--- src/rtl/ahb_lite_interconnect_if.sv ---
// AHB-Lite interconnect bus bundle: master-side signals (m_*) and the
// flattened slave-side signals (s_*) in one interface.
// The interconnect itself uses the "slave" modport (it is the slave seen by
// the core); the "master" modport is the surrounding core/slaves view.
interface ahb_lite_interconnect_if #(
    parameter int unsigned NUM_SLAVES = 2,
    parameter int unsigned ADDR_WIDTH = 32,
    parameter int unsigned DATA_WIDTH = 32
);
    // Master side
    logic [ADDR_WIDTH-1:0]            m_haddr;
    logic [1:0]                       m_htrans;
    logic                             m_hwrite;
    logic [2:0]                       m_hsize;
    logic [2:0]                       m_hburst;
    logic [3:0]                       m_hprot;
    logic                             m_hmastlock;
    logic [DATA_WIDTH-1:0]            m_hwdata;
    logic [DATA_WIDTH-1:0]            m_hrdata;
    logic                             m_hready;
    logic                             m_hresp;

    // Slave side
    logic [NUM_SLAVES-1:0]            s_hsel;
    logic [ADDR_WIDTH-1:0]            s_haddr;
    logic [1:0]                       s_htrans;
    logic                             s_hwrite;
    logic [2:0]                       s_hsize;
    logic [2:0]                       s_hburst;
    logic [3:0]                       s_hprot;
    logic                             s_hmastlock;
    logic [DATA_WIDTH-1:0]            s_hwdata;
    logic                             s_hready;
    logic [NUM_SLAVES*DATA_WIDTH-1:0] s_hrdata;
    logic [NUM_SLAVES-1:0]            s_hreadyout;
    logic [NUM_SLAVES-1:0]            s_hresp;

    modport slave (
        input  m_haddr, m_htrans, m_hwrite, m_hsize, m_hburst, m_hprot,
               m_hmastlock, m_hwdata,
        output m_hrdata, m_hready, m_hresp,
        output s_hsel, s_haddr, s_htrans, s_hwrite, s_hsize, s_hburst,
               s_hprot, s_hmastlock, s_hwdata, s_hready,
        input  s_hrdata, s_hreadyout, s_hresp
    );

    modport master (
        output m_haddr, m_htrans, m_hwrite, m_hsize, m_hburst, m_hprot,
               m_hmastlock, m_hwdata,
        input  m_hrdata, m_hready, m_hresp,
        input  s_hsel, s_haddr, s_htrans, s_hwrite, s_hsize, s_hburst,
               s_hprot, s_hmastlock, s_hwdata, s_hready,
        output s_hrdata, s_hreadyout, s_hresp
    );
endinterface

--- src/rtl/ahb_lite_interconnect.sv ---
// Single-master AHB-Lite interconnect: address decode to one-hot slave
// selects, registered data-phase select, response/read-data mux and a
// built-in default slave that answers unmapped transfers with ERROR.
module ahb_lite_interconnect #(
    parameter int unsigned NUM_SLAVES = 2,
    parameter int unsigned ADDR_WIDTH = 32,
    parameter int unsigned DATA_WIDTH = 32,
    parameter logic [NUM_SLAVES*ADDR_WIDTH-1:0] SLAVE_BASE_ADDR =
        {32'h0001_0000, 32'h0000_0000},
    parameter logic [NUM_SLAVES*ADDR_WIDTH-1:0] SLAVE_LAST_ADDR =
        {32'h0001_00FF, 32'h0000_FFFF}
) (
    input logic CLK,
    input logic RST,
    ahb_lite_interconnect_if.slave bus
);

    typedef enum logic [1:0] {
        ST_IDLE,
        ST_ERR1,
        ST_ERR2
    } def_state_t;

    logic [NUM_SLAVES-1:0] w_dec_sel;
    logic                  w_hit;
    logic [NUM_SLAVES:0]   r_dsel;      // MSB = default slave
    def_state_t            r_state;
    def_state_t            w_state_nxt;
    logic                  w_err_start;
    logic                  w_def_ready;
    logic                  w_def_resp;

    // Address decode: first (lowest-index) matching region wins
    always_comb begin
        w_dec_sel = '0;
        w_hit     = 1'b0;
        for (int unsigned i = 0; i < NUM_SLAVES; i++) begin
            if (!w_hit &&
                (bus.m_haddr >= SLAVE_BASE_ADDR[i*ADDR_WIDTH +: ADDR_WIDTH]) &&
                (bus.m_haddr <= SLAVE_LAST_ADDR[i*ADDR_WIDTH +: ADDR_WIDTH])) begin
                w_dec_sel[i] = 1'b1;
                w_hit        = 1'b1;
            end
        end
    end

    // Data-phase select register, advances only when the bus is ready
    always_ff @(posedge CLK or posedge RST) begin
        if (RST) begin
            r_dsel <= {1'b1, {NUM_SLAVES{1'b0}}};
        end else if (bus.m_hready) begin
            r_dsel <= {~w_hit, w_dec_sel};
        end
    end

    // Default slave state register
    always_ff @(posedge CLK or posedge RST) begin
        if (RST) begin
            r_state <= ST_IDLE;
        end else begin
            r_state <= w_state_nxt;
        end
    end

    assign w_err_start = bus.m_hready && !w_hit && bus.m_htrans[1];

    // Default slave outputs depend only on state, keeping m_hready loop-free
    assign w_def_ready = (r_state != ST_ERR1);
    assign w_def_resp  = (r_state != ST_IDLE);

    // Default slave next-state: two-cycle ERROR for active unmapped transfers
    always_comb begin
        w_state_nxt = r_state;
        case (r_state)
            ST_IDLE: if (w_err_start) w_state_nxt = ST_ERR1;
            ST_ERR1: w_state_nxt = ST_ERR2;
            ST_ERR2: w_state_nxt = w_err_start ? ST_ERR1 : ST_IDLE;
            default: w_state_nxt = ST_IDLE;
        endcase
    end

    // Response and read-data mux driven by the data-phase select
    always_comb begin
        bus.m_hrdata = '0;
        bus.m_hready = w_def_ready;
        bus.m_hresp  = w_def_resp;
        for (int unsigned i = 0; i < NUM_SLAVES; i++) begin
            if (r_dsel[i]) begin
                bus.m_hrdata = bus.s_hrdata[i*DATA_WIDTH +: DATA_WIDTH];
                bus.m_hready = bus.s_hreadyout[i];
                bus.m_hresp  = bus.s_hresp[i];
            end
        end
    end

    assign bus.s_hsel      = w_dec_sel;
    assign bus.s_haddr     = bus.m_haddr;
    assign bus.s_htrans    = bus.m_htrans;
    assign bus.s_hwrite    = bus.m_hwrite;
    assign bus.s_hsize     = bus.m_hsize;
    assign bus.s_hburst    = bus.m_hburst;
    assign bus.s_hprot     = bus.m_hprot;
    assign bus.s_hmastlock = bus.m_hmastlock;
    assign bus.s_hwdata    = bus.m_hwdata;
    assign bus.s_hready    = bus.m_hready;

endmodule

--- src/flat_wrapper.sv ---
// flat-port wrapper written by rule: the top's interface ports become plain ports
module ahb_lite_interconnect_flat 
#(
    parameter int unsigned NUM_SLAVES = 2,
    parameter int unsigned ADDR_WIDTH = 32,
    parameter int unsigned DATA_WIDTH = 32,
    parameter logic [NUM_SLAVES*ADDR_WIDTH-1:0] SLAVE_BASE_ADDR =
        {32'h0001_0000, 32'h0000_0000},
    parameter logic [NUM_SLAVES*ADDR_WIDTH-1:0] SLAVE_LAST_ADDR =
        {32'h0001_00FF, 32'h0000_FFFF}
)
  (CLK, RST, bus_m_haddr, bus_m_htrans, bus_m_hwrite, bus_m_hsize, bus_m_hburst, bus_m_hprot, bus_m_hmastlock, bus_m_hwdata, bus_m_hrdata, bus_m_hready, bus_m_hresp, bus_s_hsel, bus_s_haddr, bus_s_htrans, bus_s_hwrite, bus_s_hsize, bus_s_hburst, bus_s_hprot, bus_s_hmastlock, bus_s_hwdata, bus_s_hready, bus_s_hrdata, bus_s_hreadyout, bus_s_hresp);
  ahb_lite_interconnect_if #(.NUM_SLAVES(NUM_SLAVES), .ADDR_WIDTH(ADDR_WIDTH), .DATA_WIDTH(DATA_WIDTH)) bus_i ();
  input logic CLK;
  input logic RST;
  input wire logic [$bits(bus_i.m_haddr)-1:0] bus_m_haddr;
  input wire logic [$bits(bus_i.m_htrans)-1:0] bus_m_htrans;
  input wire logic [$bits(bus_i.m_hwrite)-1:0] bus_m_hwrite;
  input wire logic [$bits(bus_i.m_hsize)-1:0] bus_m_hsize;
  input wire logic [$bits(bus_i.m_hburst)-1:0] bus_m_hburst;
  input wire logic [$bits(bus_i.m_hprot)-1:0] bus_m_hprot;
  input wire logic [$bits(bus_i.m_hmastlock)-1:0] bus_m_hmastlock;
  input wire logic [$bits(bus_i.m_hwdata)-1:0] bus_m_hwdata;
  output wire logic [$bits(bus_i.m_hrdata)-1:0] bus_m_hrdata;
  output wire logic [$bits(bus_i.m_hready)-1:0] bus_m_hready;
  output wire logic [$bits(bus_i.m_hresp)-1:0] bus_m_hresp;
  output wire logic [$bits(bus_i.s_hsel)-1:0] bus_s_hsel;
  output wire logic [$bits(bus_i.s_haddr)-1:0] bus_s_haddr;
  output wire logic [$bits(bus_i.s_htrans)-1:0] bus_s_htrans;
  output wire logic [$bits(bus_i.s_hwrite)-1:0] bus_s_hwrite;
  output wire logic [$bits(bus_i.s_hsize)-1:0] bus_s_hsize;
  output wire logic [$bits(bus_i.s_hburst)-1:0] bus_s_hburst;
  output wire logic [$bits(bus_i.s_hprot)-1:0] bus_s_hprot;
  output wire logic [$bits(bus_i.s_hmastlock)-1:0] bus_s_hmastlock;
  output wire logic [$bits(bus_i.s_hwdata)-1:0] bus_s_hwdata;
  output wire logic [$bits(bus_i.s_hready)-1:0] bus_s_hready;
  input wire logic [$bits(bus_i.s_hrdata)-1:0] bus_s_hrdata;
  input wire logic [$bits(bus_i.s_hreadyout)-1:0] bus_s_hreadyout;
  input wire logic [$bits(bus_i.s_hresp)-1:0] bus_s_hresp;
  assign bus_i.m_haddr = bus_m_haddr;
  assign bus_i.m_htrans = bus_m_htrans;
  assign bus_i.m_hwrite = bus_m_hwrite;
  assign bus_i.m_hsize = bus_m_hsize;
  assign bus_i.m_hburst = bus_m_hburst;
  assign bus_i.m_hprot = bus_m_hprot;
  assign bus_i.m_hmastlock = bus_m_hmastlock;
  assign bus_i.m_hwdata = bus_m_hwdata;
  assign bus_m_hrdata = bus_i.m_hrdata;
  assign bus_m_hready = bus_i.m_hready;
  assign bus_m_hresp = bus_i.m_hresp;
  assign bus_s_hsel = bus_i.s_hsel;
  assign bus_s_haddr = bus_i.s_haddr;
  assign bus_s_htrans = bus_i.s_htrans;
  assign bus_s_hwrite = bus_i.s_hwrite;
  assign bus_s_hsize = bus_i.s_hsize;
  assign bus_s_hburst = bus_i.s_hburst;
  assign bus_s_hprot = bus_i.s_hprot;
  assign bus_s_hmastlock = bus_i.s_hmastlock;
  assign bus_s_hwdata = bus_i.s_hwdata;
  assign bus_s_hready = bus_i.s_hready;
  assign bus_i.s_hrdata = bus_s_hrdata;
  assign bus_i.s_hreadyout = bus_s_hreadyout;
  assign bus_i.s_hresp = bus_s_hresp;
  ahb_lite_interconnect #(.NUM_SLAVES(NUM_SLAVES), .ADDR_WIDTH(ADDR_WIDTH), .DATA_WIDTH(DATA_WIDTH), .SLAVE_BASE_ADDR(SLAVE_BASE_ADDR), .SLAVE_LAST_ADDR(SLAVE_LAST_ADDR)) u_core (.CLK(CLK), .RST(RST), .bus(bus_i));
endmodule
--- config.mk ---
export PLATFORM = sky130hd
export DESIGN_NAME = ahb_lite_interconnect_flat
export DESIGN_NICKNAME = d
export VERILOG_FILES = /design/src/rtl/ahb_lite_interconnect_if.sv /design/src/rtl/ahb_lite_interconnect.sv /design/src/flat_wrapper.sv
export SDC_FILE = /design/constraint.sdc
export NUM_CORES = 1
export LEC_CHECK = 0
export BUFFER_PORTS_ARGS = -buffer_cell sky130_fd_sc_hd__clkbuf_2
export CORE_AREA = 2 2 103 105
export CTS_BUF_LIST = sky130_fd_sc_hd__clkbuf_4
export DETAILED_ROUTE_END_ITERATION = 10
export DIE_AREA = 0 0 105 107
export SYNTH_ARGS = -nofsm -noshare
export SYNTH_HDL_FRONTEND = slang
export SYNTH_SLANG_ARGS = --single-unit
export TNS_END_PERCENT = 1
--- constraint.sdc ---
create_clock -name CLK -period 1.7 [get_ports CLK]
set_clock_uncertainty 0.2 [all_clocks]
set_input_delay 0.17 -clock CLK [delete_from_list [all_inputs] [get_ports CLK]]
set_output_delay 0.17 -clock CLK [all_outputs]
set_load 0.05 [all_outputs]
==> impl_results.md <==
- Syn Std Cell Area: 1220 um2
- Synth Flop Type: dfrtp_1
- Vias: 1333
- Setup CP Type: reg2out
- Clk buf depth: 2
- Mean Syn Cell Area: 8.01 um2
- Crit path capture type: primary output
- Largest net degree at the start of global routing: 35
- Required time of the critical path: 1.33 ns
- Core ar.: 10100 um2
- CP startpoint kind: register
- First-pass GRT wire length: 6.55 mm
- NumNets Final: 383
- Top cells by area, synth: buf_4 49%, a22o_1 23%, dfrtp_1 8.2%, nor4_1 2.1%, o31ai_4 1.7%
- Initial drt markers: 50
- Die width: 105 um
- PortBufs: 156
- Final wirelength: 4.57 mm
- Final TNS setup: -2.07 ns
- GRT Overall Usage: 7.18%
- Core Rows: 37
- Count leader, synth: buf_4
- Synth async-reset ratio: 100%
- Vias per cell: 3.61
- Hold Path Class: in2reg
- Cell count after placement: 363
- Failing checks: negative setup slack
- Worst Max-Slew Pin Slew: 0.278 ns
- Wirelength per Cell: 12.4 um
- Drt pass-1 iters: 2
- Post-Syn Instances: 152
- Syn nets: 300
- FMAX: 556 MHz
- Clock transition at the registers of the reported paths: 0.04 ns
- Slew Viols, Final: 0
- Ports: 263
- Minimum clock period after layout: 1.80 ns
- Clock sink total: 4
- Critical Path AT: 1.43 ns
- Sequential-to-total area share from yosys stat: 8.22%
- Worst-Skew Late Latency: 0.23 ns
- Pre-CTS WS: 0.0224 ns
- EDFF count, synth: 0
- Final worst-path cycle share: 106%
- H-tree levels: 1
- Number of global-route vias before repair: 1312
- Dpl hpwl: 3.83 mm
- Share of cells above drive strength 1: 76.4%
- Top cell type's share of synthesized area: 48.7%
- Hold Worst Slack: 0.0263 ns
- Total Die Area: 11200 um2
- Post-route DRC: 0
- Crit Path Max Fanout: 4
- Antenna fix cells: 0
- Status: complete, but fails checks
- RSZ-0062 raised after global routing: yes
- Worst setup path startpoint: u_core.r_state[0]
- Slew HR: 81.4%
- Die H: 107 um
- Power Density: 315 nW/um2
- Leading area contributor after synthesis: buf_4
- Initial antenna violation count: 0
- Post-Layout Cell Count: 369
- Clock root buffer master: clkbuf_4
- Final-report setup violation count: 35
- Cts bufs inserted: 3
- Max Cap Violations: 0
- Distinct cell type count after synthesis: 23
- GRT Residual Overflow: 0
- CTS tree: built
- Syn-to-layout area delta: 66.1%
- Worst hold path startpoint: bus_m_htrans[1]
- FF+latch count, synth: 4
- Final Wtd Congestion: 0.731
- Yosys Warn Count: 0
- Routed Antenna Nets: 0
- FF-to-FF Start: u_core.r_state[0]
- Most common library cells after synthesis: 79 x buf_4, 32 x a22o_1, 4 x dfrtp_1, 4 x nor2_1, 4 x nor4_1
- Static Leak: 1.04 nW
- Initial Utilization: 12.1%
- Final worst slack: -0.0977 ns
- Final hold violations: 0
- Max IR drop VDD: 0.000116 V
[through the flow]
| stage | area, um2 | power [mW] | util [%] |
|---|---|---|---|
| floorplan | 1220 | 0.682 | - |
| CTS | 1990 | 0.633 | 19.7 |
| global placement | 1660 | 0.497 | 16.4 |
| global route | 2020 | 0.674 | 20.0 |
| detailed placement | 1660 | 0.500 | 16.4 |
| finish | 2020 | 0.637 | 20.0 |
[layout make-up]
class | count | area, um2
clock buffers | 3 | 22.5
fillers | 1108 | 8070
inverters | 2 | 7.51
multi-input cells | 59 | 490
flip-flops and latches | 4 | 101
well taps | 136 | 170
repair buffers | 165 | 1230
[path summary, 6_finish.rpt]
check | to | slack [ns] | depth (start not counted)
max | bus_s_hready | -0.1 | 4
min | u_core.r_state[0] | 0.03 | 2
max reg2reg | u_core.r_dsel[0] | 0 | 4
min reg2reg | u_core.r_state[1] | 0.28 | 1
max in group asynchronous | u_core.r_dsel[0] | 0.96 | 3
min in group asynchronous | u_core.r_state[1] | 0.16 | 3
[cells by family (layout without fill, tap and decap cells)]
family / after synthesis / count (layout) / synth area share [%]
compound gates: 37 / 37 / 26.7
mux: 1 / 1 / 0.925
flops: 4 / 4 / 8.22
simple gates: 21 / 21 / 10.6
buf+inv: 89 / 170 / 53.5
[layer usage]
layer  part of all wire (%)  GRT usage, %
met1                     38          8.30
met2                     48          11.7
met3                     12          3.40
met4                   0.90          2.38
met5                      0             0
[registers in the layout, indices dropped and copies added, names as in the netlist]
name / flops
u_core.r_state: 2
u_core.r_dsel: 2
[power breakdown]
part           switching, mW  internal, mW
registers            0.00576         0.102
logic                  0.244         0.169
clock network         0.0369        0.0788
[timing repair]
| action | in CTS | in global routing |
|---|---|---|
| buffers inserted | 0 | 2 |
| pin swaps | 0 | 4 |
| gates resized for setup | 70 | 6 |
| endpoints found under the setup margin | 35 | 38 |
| endpoints found under the hold margin | 4 | 0 |
| hold buffers | 1 | 0 |
[layout by cell type (no fill, tap or decap), types with 2 or more instances in the layout]
cell type	Yosys	layout
nor2b_2	0	2
nor4_2	1	2
buf_4	79	5
a22o_1	32	32
buf_12	0	6
nor2_1	4	2
nor3_1	2	2
dfrtp_1	4	3
clkbuf_2	0	119
nor2_2	0	2
nand4b_1	2	2
clkbuf_8	1	32
inv_1	2	2
nor4_1	4	3
clkbuf_4	0	3
nand2_1	2	2
[worst max-delay path, cell delays in order, from the launching register on]
cell	delay, ns
dfrtp_1	0.39
nor3b_2	0.19
o31ai_4	0.32
buf_4	0.18
buf_12	0.12
(Power assumes the default switching activity.)
